## src/rtl/pc_unit_if.sv

```systemverilog
`default_nettype none
// ============================================================================
// Module   : pc_unit_if
// Brief    : Request/response bundle between the fetch controller and pc_unit.
// Revision : 1.0  initial release
// ============================================================================
interface pc_unit_if #(
    parameter int WIDTH = 32,
    parameter int CNT_W = 32
);
    logic             Stall;
    logic             BranchTaken;
    logic [WIDTH-1:0] BranchOffset;
    logic             JumpEn;
    logic [WIDTH-1:0] JumpTarget;
    logic             JrEn;
    logic [WIDTH-1:0] JrTarget;
    logic             Call;
    logic             Ret;
    logic [WIDTH-1:0] PC;
    logic [WIDTH-1:0] PCPlusStep;
    logic             Misaligned;
    logic [CNT_W-1:0] InstCount;
    logic             RasEmpty;
    logic             RasFull;

    modport master (
        output Stall, BranchTaken, BranchOffset, JumpEn, JumpTarget,
               JrEn, JrTarget, Call, Ret,
        input  PC, PCPlusStep, Misaligned, InstCount, RasEmpty, RasFull
    );

    modport slave (
        input  Stall, BranchTaken, BranchOffset, JumpEn, JumpTarget,
               JrEn, JrTarget, Call, Ret,
        output PC, PCPlusStep, Misaligned, InstCount, RasEmpty, RasFull
    );
endinterface
`default_nettype wire

```

## src/rtl/pc_unit.sv

```systemverilog
`default_nettype none
// ============================================================================
// Module   : pc_unit
// Brief    : Program-counter stage with stall, retire counter and optional
//            return-address stack (enabled by defining PC_RAS_EN).
// Revision : 1.0  initial release
// ============================================================================
module pc_unit #(
    parameter int               WIDTH     = 32,
    parameter int               STEP      = 4,
    parameter logic [WIDTH-1:0] RESET_PC  = '0,
    parameter int               CNT_W     = 32,
    parameter int               RAS_DEPTH = 4
) (
    input  wire logic  Clk,
    input  wire logic  Reset_n,
    pc_unit_if.slave   bus
);
    logic [WIDTH-1:0] pc_q;
    logic [WIDTH-1:0] pc_d;
    logic             mis_q;
    logic [CNT_W-1:0] cnt_q;
    logic [WIDTH-1:0] w_pc_plus;
    logic [WIDTH-1:0] w_br_tgt;
    logic [WIDTH-1:0] w_jr_tgt;
    logic             w_ras_empty;
    logic             w_ras_full;

    assign w_pc_plus = pc_q + WIDTH'(STEP);
    assign w_br_tgt  = w_pc_plus + (bus.BranchOffset << 2);

    always_comb begin
        pc_d = w_pc_plus;
        if (bus.JrEn)             pc_d = w_jr_tgt;
        else if (bus.JumpEn)      pc_d = bus.JumpTarget;
        else if (bus.BranchTaken) pc_d = w_br_tgt;
    end

    always_ff @(posedge Clk or negedge Reset_n) begin
        if (!Reset_n) begin
            pc_q  <= RESET_PC;
            mis_q <= |RESET_PC[1:0];
            cnt_q <= '0;
        end else if (!bus.Stall) begin
            pc_q  <= pc_d;
            mis_q <= |pc_d[1:0];
            cnt_q <= cnt_q + CNT_W'(1);
        end
    end

`ifdef PC_RAS_EN
    localparam int PTR_W = (RAS_DEPTH > 1) ? $clog2(RAS_DEPTH) : 1;

    // sp_q is the next free slot; when full it also addresses the oldest entry,
    // so a push naturally overwrites the oldest return address.
    logic [WIDTH-1:0] ras_q [RAS_DEPTH];
    logic [PTR_W-1:0] sp_q;
    logic [PTR_W:0]   occ_q;
    logic [PTR_W-1:0] w_top_idx;
    logic             w_pop;
    logic             w_push;

    assign w_ras_empty = (occ_q == '0);
    assign w_ras_full  = (occ_q == (PTR_W+1)'(RAS_DEPTH));
    assign w_top_idx   = sp_q - PTR_W'(1);
    assign w_pop       = bus.Ret & bus.JrEn & ~w_ras_empty;
    assign w_push      = bus.Call;
    assign w_jr_tgt    = w_pop ? ras_q[w_top_idx] : bus.JrTarget;

    always_ff @(posedge Clk or negedge Reset_n) begin
        if (!Reset_n) begin
            sp_q  <= '0;
            occ_q <= '0;
            for (int i = 0; i < RAS_DEPTH; i++) ras_q[i] <= '0;
        end else if (!bus.Stall) begin
            if (w_push && w_pop) begin
                ras_q[w_top_idx] <= w_pc_plus;
            end else if (w_push) begin
                ras_q[sp_q] <= w_pc_plus;
                sp_q        <= sp_q + PTR_W'(1);
                if (!w_ras_full) occ_q <= occ_q + (PTR_W+1)'(1);
            end else if (w_pop) begin
                sp_q  <= w_top_idx;
                occ_q <= occ_q - (PTR_W+1)'(1);
            end
        end
    end
`else
    localparam int unused_ras_depth = RAS_DEPTH;
    logic w_unused_ras;

    assign w_unused_ras = bus.Call ^ bus.Ret;
    assign w_jr_tgt     = bus.JrTarget;
    assign w_ras_empty  = 1'b1;
    assign w_ras_full   = 1'b0;
`endif

    assign bus.PC         = pc_q;
    assign bus.PCPlusStep = w_pc_plus;
    assign bus.Misaligned = mis_q;
    assign bus.InstCount  = cnt_q;
    assign bus.RasEmpty   = w_ras_empty;
    assign bus.RasFull    = w_ras_full;
endmodule
`default_nettype wire

```

## src/flat_wrapper.sv

```systemverilog
// flat-port wrapper written by rule: the top's interface ports become plain ports
module pc_unit_flat 
#(
    parameter int               WIDTH     = 32,
    parameter int               STEP      = 4,
    parameter logic [WIDTH-1:0] RESET_PC  = '0,
    parameter int               CNT_W     = 32,
    parameter int               RAS_DEPTH = 4
)
  (Clk, Reset_n, bus_Stall, bus_BranchTaken, bus_BranchOffset, bus_JumpEn, bus_JumpTarget, bus_JrEn, bus_JrTarget, bus_Call, bus_Ret, bus_PC, bus_PCPlusStep, bus_Misaligned, bus_InstCount, bus_RasEmpty, bus_RasFull);
  pc_unit_if #(.WIDTH(WIDTH), .CNT_W(CNT_W)) bus_i ();
  input  wire logic Clk;
  input  wire logic Reset_n;
  input wire logic [$bits(bus_i.Stall)-1:0] bus_Stall;
  input wire logic [$bits(bus_i.BranchTaken)-1:0] bus_BranchTaken;
  input wire logic [$bits(bus_i.BranchOffset)-1:0] bus_BranchOffset;
  input wire logic [$bits(bus_i.JumpEn)-1:0] bus_JumpEn;
  input wire logic [$bits(bus_i.JumpTarget)-1:0] bus_JumpTarget;
  input wire logic [$bits(bus_i.JrEn)-1:0] bus_JrEn;
  input wire logic [$bits(bus_i.JrTarget)-1:0] bus_JrTarget;
  input wire logic [$bits(bus_i.Call)-1:0] bus_Call;
  input wire logic [$bits(bus_i.Ret)-1:0] bus_Ret;
  output wire logic [$bits(bus_i.PC)-1:0] bus_PC;
  output wire logic [$bits(bus_i.PCPlusStep)-1:0] bus_PCPlusStep;
  output wire logic [$bits(bus_i.Misaligned)-1:0] bus_Misaligned;
  output wire logic [$bits(bus_i.InstCount)-1:0] bus_InstCount;
  output wire logic [$bits(bus_i.RasEmpty)-1:0] bus_RasEmpty;
  output wire logic [$bits(bus_i.RasFull)-1:0] bus_RasFull;
  assign bus_i.Stall = bus_Stall;
  assign bus_i.BranchTaken = bus_BranchTaken;
  assign bus_i.BranchOffset = bus_BranchOffset;
  assign bus_i.JumpEn = bus_JumpEn;
  assign bus_i.JumpTarget = bus_JumpTarget;
  assign bus_i.JrEn = bus_JrEn;
  assign bus_i.JrTarget = bus_JrTarget;
  assign bus_i.Call = bus_Call;
  assign bus_i.Ret = bus_Ret;
  assign bus_PC = bus_i.PC;
  assign bus_PCPlusStep = bus_i.PCPlusStep;
  assign bus_Misaligned = bus_i.Misaligned;
  assign bus_InstCount = bus_i.InstCount;
  assign bus_RasEmpty = bus_i.RasEmpty;
  assign bus_RasFull = bus_i.RasFull;
  pc_unit #(.WIDTH(WIDTH), .STEP(STEP), .RESET_PC(RESET_PC), .CNT_W(CNT_W), .RAS_DEPTH(RAS_DEPTH)) u_core (.Clk(Clk), .Reset_n(Reset_n), .bus(bus_i));
endmodule
```

## config.mk

```make
export PLATFORM = sky130hd
export DESIGN_NAME = pc_unit_flat
export DESIGN_NICKNAME = d
export VERILOG_FILES = /design/src/rtl/pc_unit_if.sv /design/src/rtl/pc_unit.sv /design/src/flat_wrapper.sv
export SDC_FILE = /design/constraint.sdc
export NUM_CORES = 1
export LEC_CHECK = 0
export CORE_MARGIN = 2
export CORE_UTILIZATION = 25
export CTS_CLUSTER_DIAMETER = 80
export CTS_CLUSTER_SIZE = 28
export DETAILED_ROUTE_END_ITERATION = 10
export GPL_ROUTABILITY_DRIVEN = 0
export SYNTH_ARGS = -nofsm -noshare
export SYNTH_HDL_FRONTEND = slang
export SYNTH_SLANG_ARGS = --single-unit
```

## constraint.sdc

```tcl
create_clock -name Clk -period 6.38 [get_ports Clk]
set_input_delay 1.276 -clock Clk [delete_from_list [all_inputs] [get_ports Clk]]
set_output_delay 1.276 -clock Clk [all_outputs]
set_load 0.03 [all_outputs]
```

After elaboration in Yosys (flattened, before gate mapping)
Cells that the tools add are included.
- add/subtract/negate cells: 3
- muxes and demuxes: 3
- reductions and logical operators: 1
- operators by type and width (cell ; number):
    two-way mux 32 bit ; 3
    adder 32 x 1 -> 32 bit, second input constant ; 1
    adder 32 x 3 -> 32 bit, second input constant ; 1
    adder 32 bit ; 1
    OR reduction 2 bit ; 1
- bits in registers: 65
- input port bits: 104
- output and inout bits: 99
- logic and storage cells: 10

Depth between registers and ports, before layout
- depth after elaboration: 6
- gate-level depth with buffers: 16
- mapped depth without buffers: 16

Least setup slack after synthesis
Ideal clock, no wire load.
- path type: register to register
- from: reg u_core.pc_q[4] (netlist: u_core.bus.PC[4])
- to: reg u_core.pc_q[26] (netlist: u_core.bus.PC[26])
- library setup time: 0.136 ns
- arrival: 4.062 ns
- required time: 6.244 ns
- slack: 2.182 ns
- stages on the path, launching flop included: 13
- path buffers: 0
- clock period less this slack: 4.198 ns
- cells stage by stage: dfrtp_1 -> nand4_2 -> nor4_2 -> nand3_1 -> xnor2_1 -> ha_1 -> a21o_1 -> a21o_1 -> a21oi_1 -> o31ai_1 -> or4_1 -> a221oi_1 -> o41ai_1
- cells in the longest elaborated chain, start to end: 5
- RTL lines (element ; line ; source):
    start: declaration ; pc_unit.sv:19 ; logic [WIDTH-1:0] pc_q;
    start signal: assignment ; pc_unit.sv:45 ; pc_q <= pc_d;
    adder 32 x 3 -> 32 bit ; pc_unit.sv:29 ; assign w_pc_plus = pc_q + WIDTH'(STEP);
    net bus_PCPlusStep[15] ; flat_wrapper.sv:24 ; output wire logic [$bits(bus_i.PCPlusStep)-1:0] bus_PCPlusStep;
    adder 32 bit ; pc_unit.sv:30 ; assign w_br_tgt = w_pc_plus + (bus.BranchOffset << 2);
    two-way mux 32 bit ; pc_unit.sv:36 ; else if (bus.BranchTaken) pc_d = w_br_tgt;
    two-way mux 32 bit ; pc_unit.sv:35 ; else if (bus.JumpEn) pc_d = bus.JumpTarget;
    two-way mux 32 bit ; pc_unit.sv:34 ; if (bus.JrEn) pc_d = w_jr_tgt;
The timed path passes the listed nets, and every way through them passes these cells.
A chain may end at the register's enable or synchronous reset.

Final worst setup path
- from: reg u_core.pc_q[2] (netlist: u_core.bus.PC[2])
- to: out bus_PCPlusStep[28]
- cells in the longest elaborated chain, start to end: 1
- RTL lines (element ; line):
    adder 32 x 3 -> 32 bit ; pc_unit.sv:29
    end: declaration ; flat_wrapper.sv:24
No other way between the ends.

==> flow_summary.json <==
{
  "cp-end-kind": "output port",
  "period_needed_ps": 4600,
  "cap_violations": 0,
  "postCtsHoldBufs": 0,
  "setup_viol_count_final": 0,
  "io_buffers": 196,
  "skew_ps": 12.6,
  "holdPathStages": 1,
  "leakagePower_nw": 3.39,
  "irDropWorstVdd_uv": 116,
  "p_per_area_nw_per_um2": 248,
  "required_ps": 5100,
  "nFillCells": 2327,
  "core_um2": 22700,
  "initial_core_util": 0.256,
  "synth_cell_types": 76,
  "worstRegToRegCells": 15,
  "synth_edf_count": 0,
  "rows": 55,
  "wl_um": 22900,
  "yosys-top-cells-area": "dfrtp_1 28%, ha_1 8.0%, xnor2_1 7.4%",
  "yosysWarnings": 0,
  "clkTransAtPathRegs_ps": 60,
  "die_w_um": 156,
  "run_status": "finished clean",
  "arrival_ps": 3320,
  "cts.repair.resized": 0,
  "drt_iter0_drc": 376,
  "hpwl_um": 17200,
  "antenna_found_initial": 0,
  "vias": 6192,
  "ant_nets": 0,
  "die_h_um": 156,
  "maxSlewHeadroom": 0.367,
  "regArea_um2": 1630,
  "grt_pass1_vias": 5936,
  "crit_type": "reg2out",
  "post-route-util": 0.367,
  "synth_async_sr_flop_share": 1.00,
  "wl_per_cell_um": 19.3,
  "tightest_slew_ps": 949,
  "netlist_instances": 712,
  "clock_path_buffers": 2,
  "areaGrowthSynthToFinish_pct": 43.6,
  "overflow": 0,
  "h-tree-depth": 3,
  "synth_common_cells": "90 x nand2_1, 65 x dfrtp_1, 58 x a21oi_1, 53 x nor2_1, 49 x xnor2_1",
  "route.detailed.drc": 0,
  "yosysTopAreaCell": "dfrtp_1",
  "multi_input_area_um2": 3990,
  "synth_top_area_frac": 0.280,
  "die-area_um2": 24500,
  "syn_nets": 854,
  "grt_usage": 0.186,
  "cts_setup_buffers": 0,
  "min-delay-path-class": "reg2reg",
  "yosysMostFrequentCell": "nand2_1",
  "tns_ps": 0,
  "dr.pass1.iters": 5,
  "clock_latency_ps": 340,
  "grt_pass1_wl_um": 34600,
  "grt_max_degree": 66,
  "cts.root.buffer_cell": "clkbuf_16",
  "io_pins": 203,
  "drv_slew": 0,
  "worstSetupStartpointType": "flip-flop",
  "tritoncts": "built",
  "period_share": 0.721,
  "drive_gt1_frac": 0.0576,
  "syn-cell-area_um2": 5810,
  "clock-sinks": 65,
  "finalHoldViolCount": 0,
  "nets": 1039,
  "synth-seq-area-share": 0.280,
  "crit_fanout": 6,
  "fmax_ghz": 0.218,
  "synth_seq_cells": 65,
  "cts_buffers": 9,
  "syn_avg_cell_area_um2": 8.15,
  "rsz0062_at_grt": "no",
  "vias_per_cell": 5.22,
  "diodes": 0,
  "synth_ff_type": "dfrtp_1"
}
## layer usage
layer	vias up	global-route usage	wire length (µm)
met2	254	0.293	10400
met5	-	0	0
met3	27	0.0399	1780
met1	2915	0.256	10200
li1	2996	-	-
met4	0	0.0520	490
## worst max-delay path, stage by stage (launching register included)
cell and delay, ps:
dfrtp_1 470, ha_1 270, inv_1 80, or4_4 600, nand2b_4 180, nor2_1 190, nand4_1 140, xnor2_1 310
clkdlybuf4s50_1 740
## layout make-up
cell class | instances | area share
Inverter | 17 | 0.00765
Multi-Input combinational cell | 601 | 0.478
Clock inverter | 7 | 0.00930
Timing Repair Buffer | 203 | 0.240
Sequential cell | 65 | 0.195
Tap cell | 285 | 0.0428
Clock buffer | 9 | 0.0270
## cells in the final DEF, fill, tap and decap left out, types with 9 or more instances in the layout
cell,netlist,final
clkdlybuf4s50_1,0,193
nand2_1,90,90
dfrtp_1,65,65
a21oi_1,58,58
nor2_1,53,53
xnor2_1,49,49
o21ai_0,42,42
ha_1,37,37
nand3_1,27,27
xor2_1,23,23
a21o_1,22,22
and3_1,16,16
nand4_1,16,16
inv_1,15,15
nor3_1,15,15
a211oi_1,13,13
o211ai_1,11,11
o221ai_1,10,10
o22ai_1,10,10
mux2i_1,9,9
clkbuf_16,0,9
## power breakdown
part / internal (mW) / switching [mW] / total [mW]
Clock: 0.306 / 0.210 / 0.516
Combinational: 0.424 / 0.582 / 1.01
Sequential: 0.465 / 0.0834 / 0.548
## kinds of logic after synthesis
logic type,synth area share
and+or+nand+nor,0.216
AOI/OAI and AO/OA,0.255
xor gates and xnor gates,0.114
DFF,0.280
buffers and inverters,0.0328
adders and majority gates,0.0832
muxes,0.0175
other,0.00129
## worst paths after layout
| check | start | endpoint | slack [ps] |
|---|---|---|---|
| max | u_core.bus.PC[2] | bus_PCPlusStep[28] | 1780 |
| min in group asynchronous | Reset_n | u_core.bus.InstCount[26] | 1150 |
| min reg2reg | u_core.bus.InstCount[31] | u_core.bus.InstCount[31] | 480 |
| min | u_core.bus.InstCount[31] | u_core.bus.InstCount[31] | 480 |
| max reg2reg | u_core.bus.PC[2] | u_core.bus.PC[31] | 2170 |
| max in group asynchronous | Reset_n | u_core.bus.PC[23] | 4590 |
## stage by stage
step / setup slack, ps / cell area, µm² / hold WS [ps] / std cells / power [mW]
global route: 1670 / 8340 / 501 / 1187 / 2.20
finish: 1780 / 8340 / 482 / 1187 / 2.07
floorplan: 2180 / 5810 / 654 / 712 / 1.16
global placement: 1780 / 8040 / 464 / 1171 / 1.55
CTS: 1760 / 8340 / 485 / 1187 / 2.09
detailed placement: 1770 / 8040 / 470 / 1171 / 1.55
## registers in the layout, summed over array words and instances (netlist names)
name	cells
u_core.bus.PC	32
u_core.bus.InstCount	32
u_core.bus.Misaligned	1
Power figures use the tool's default switching activity.
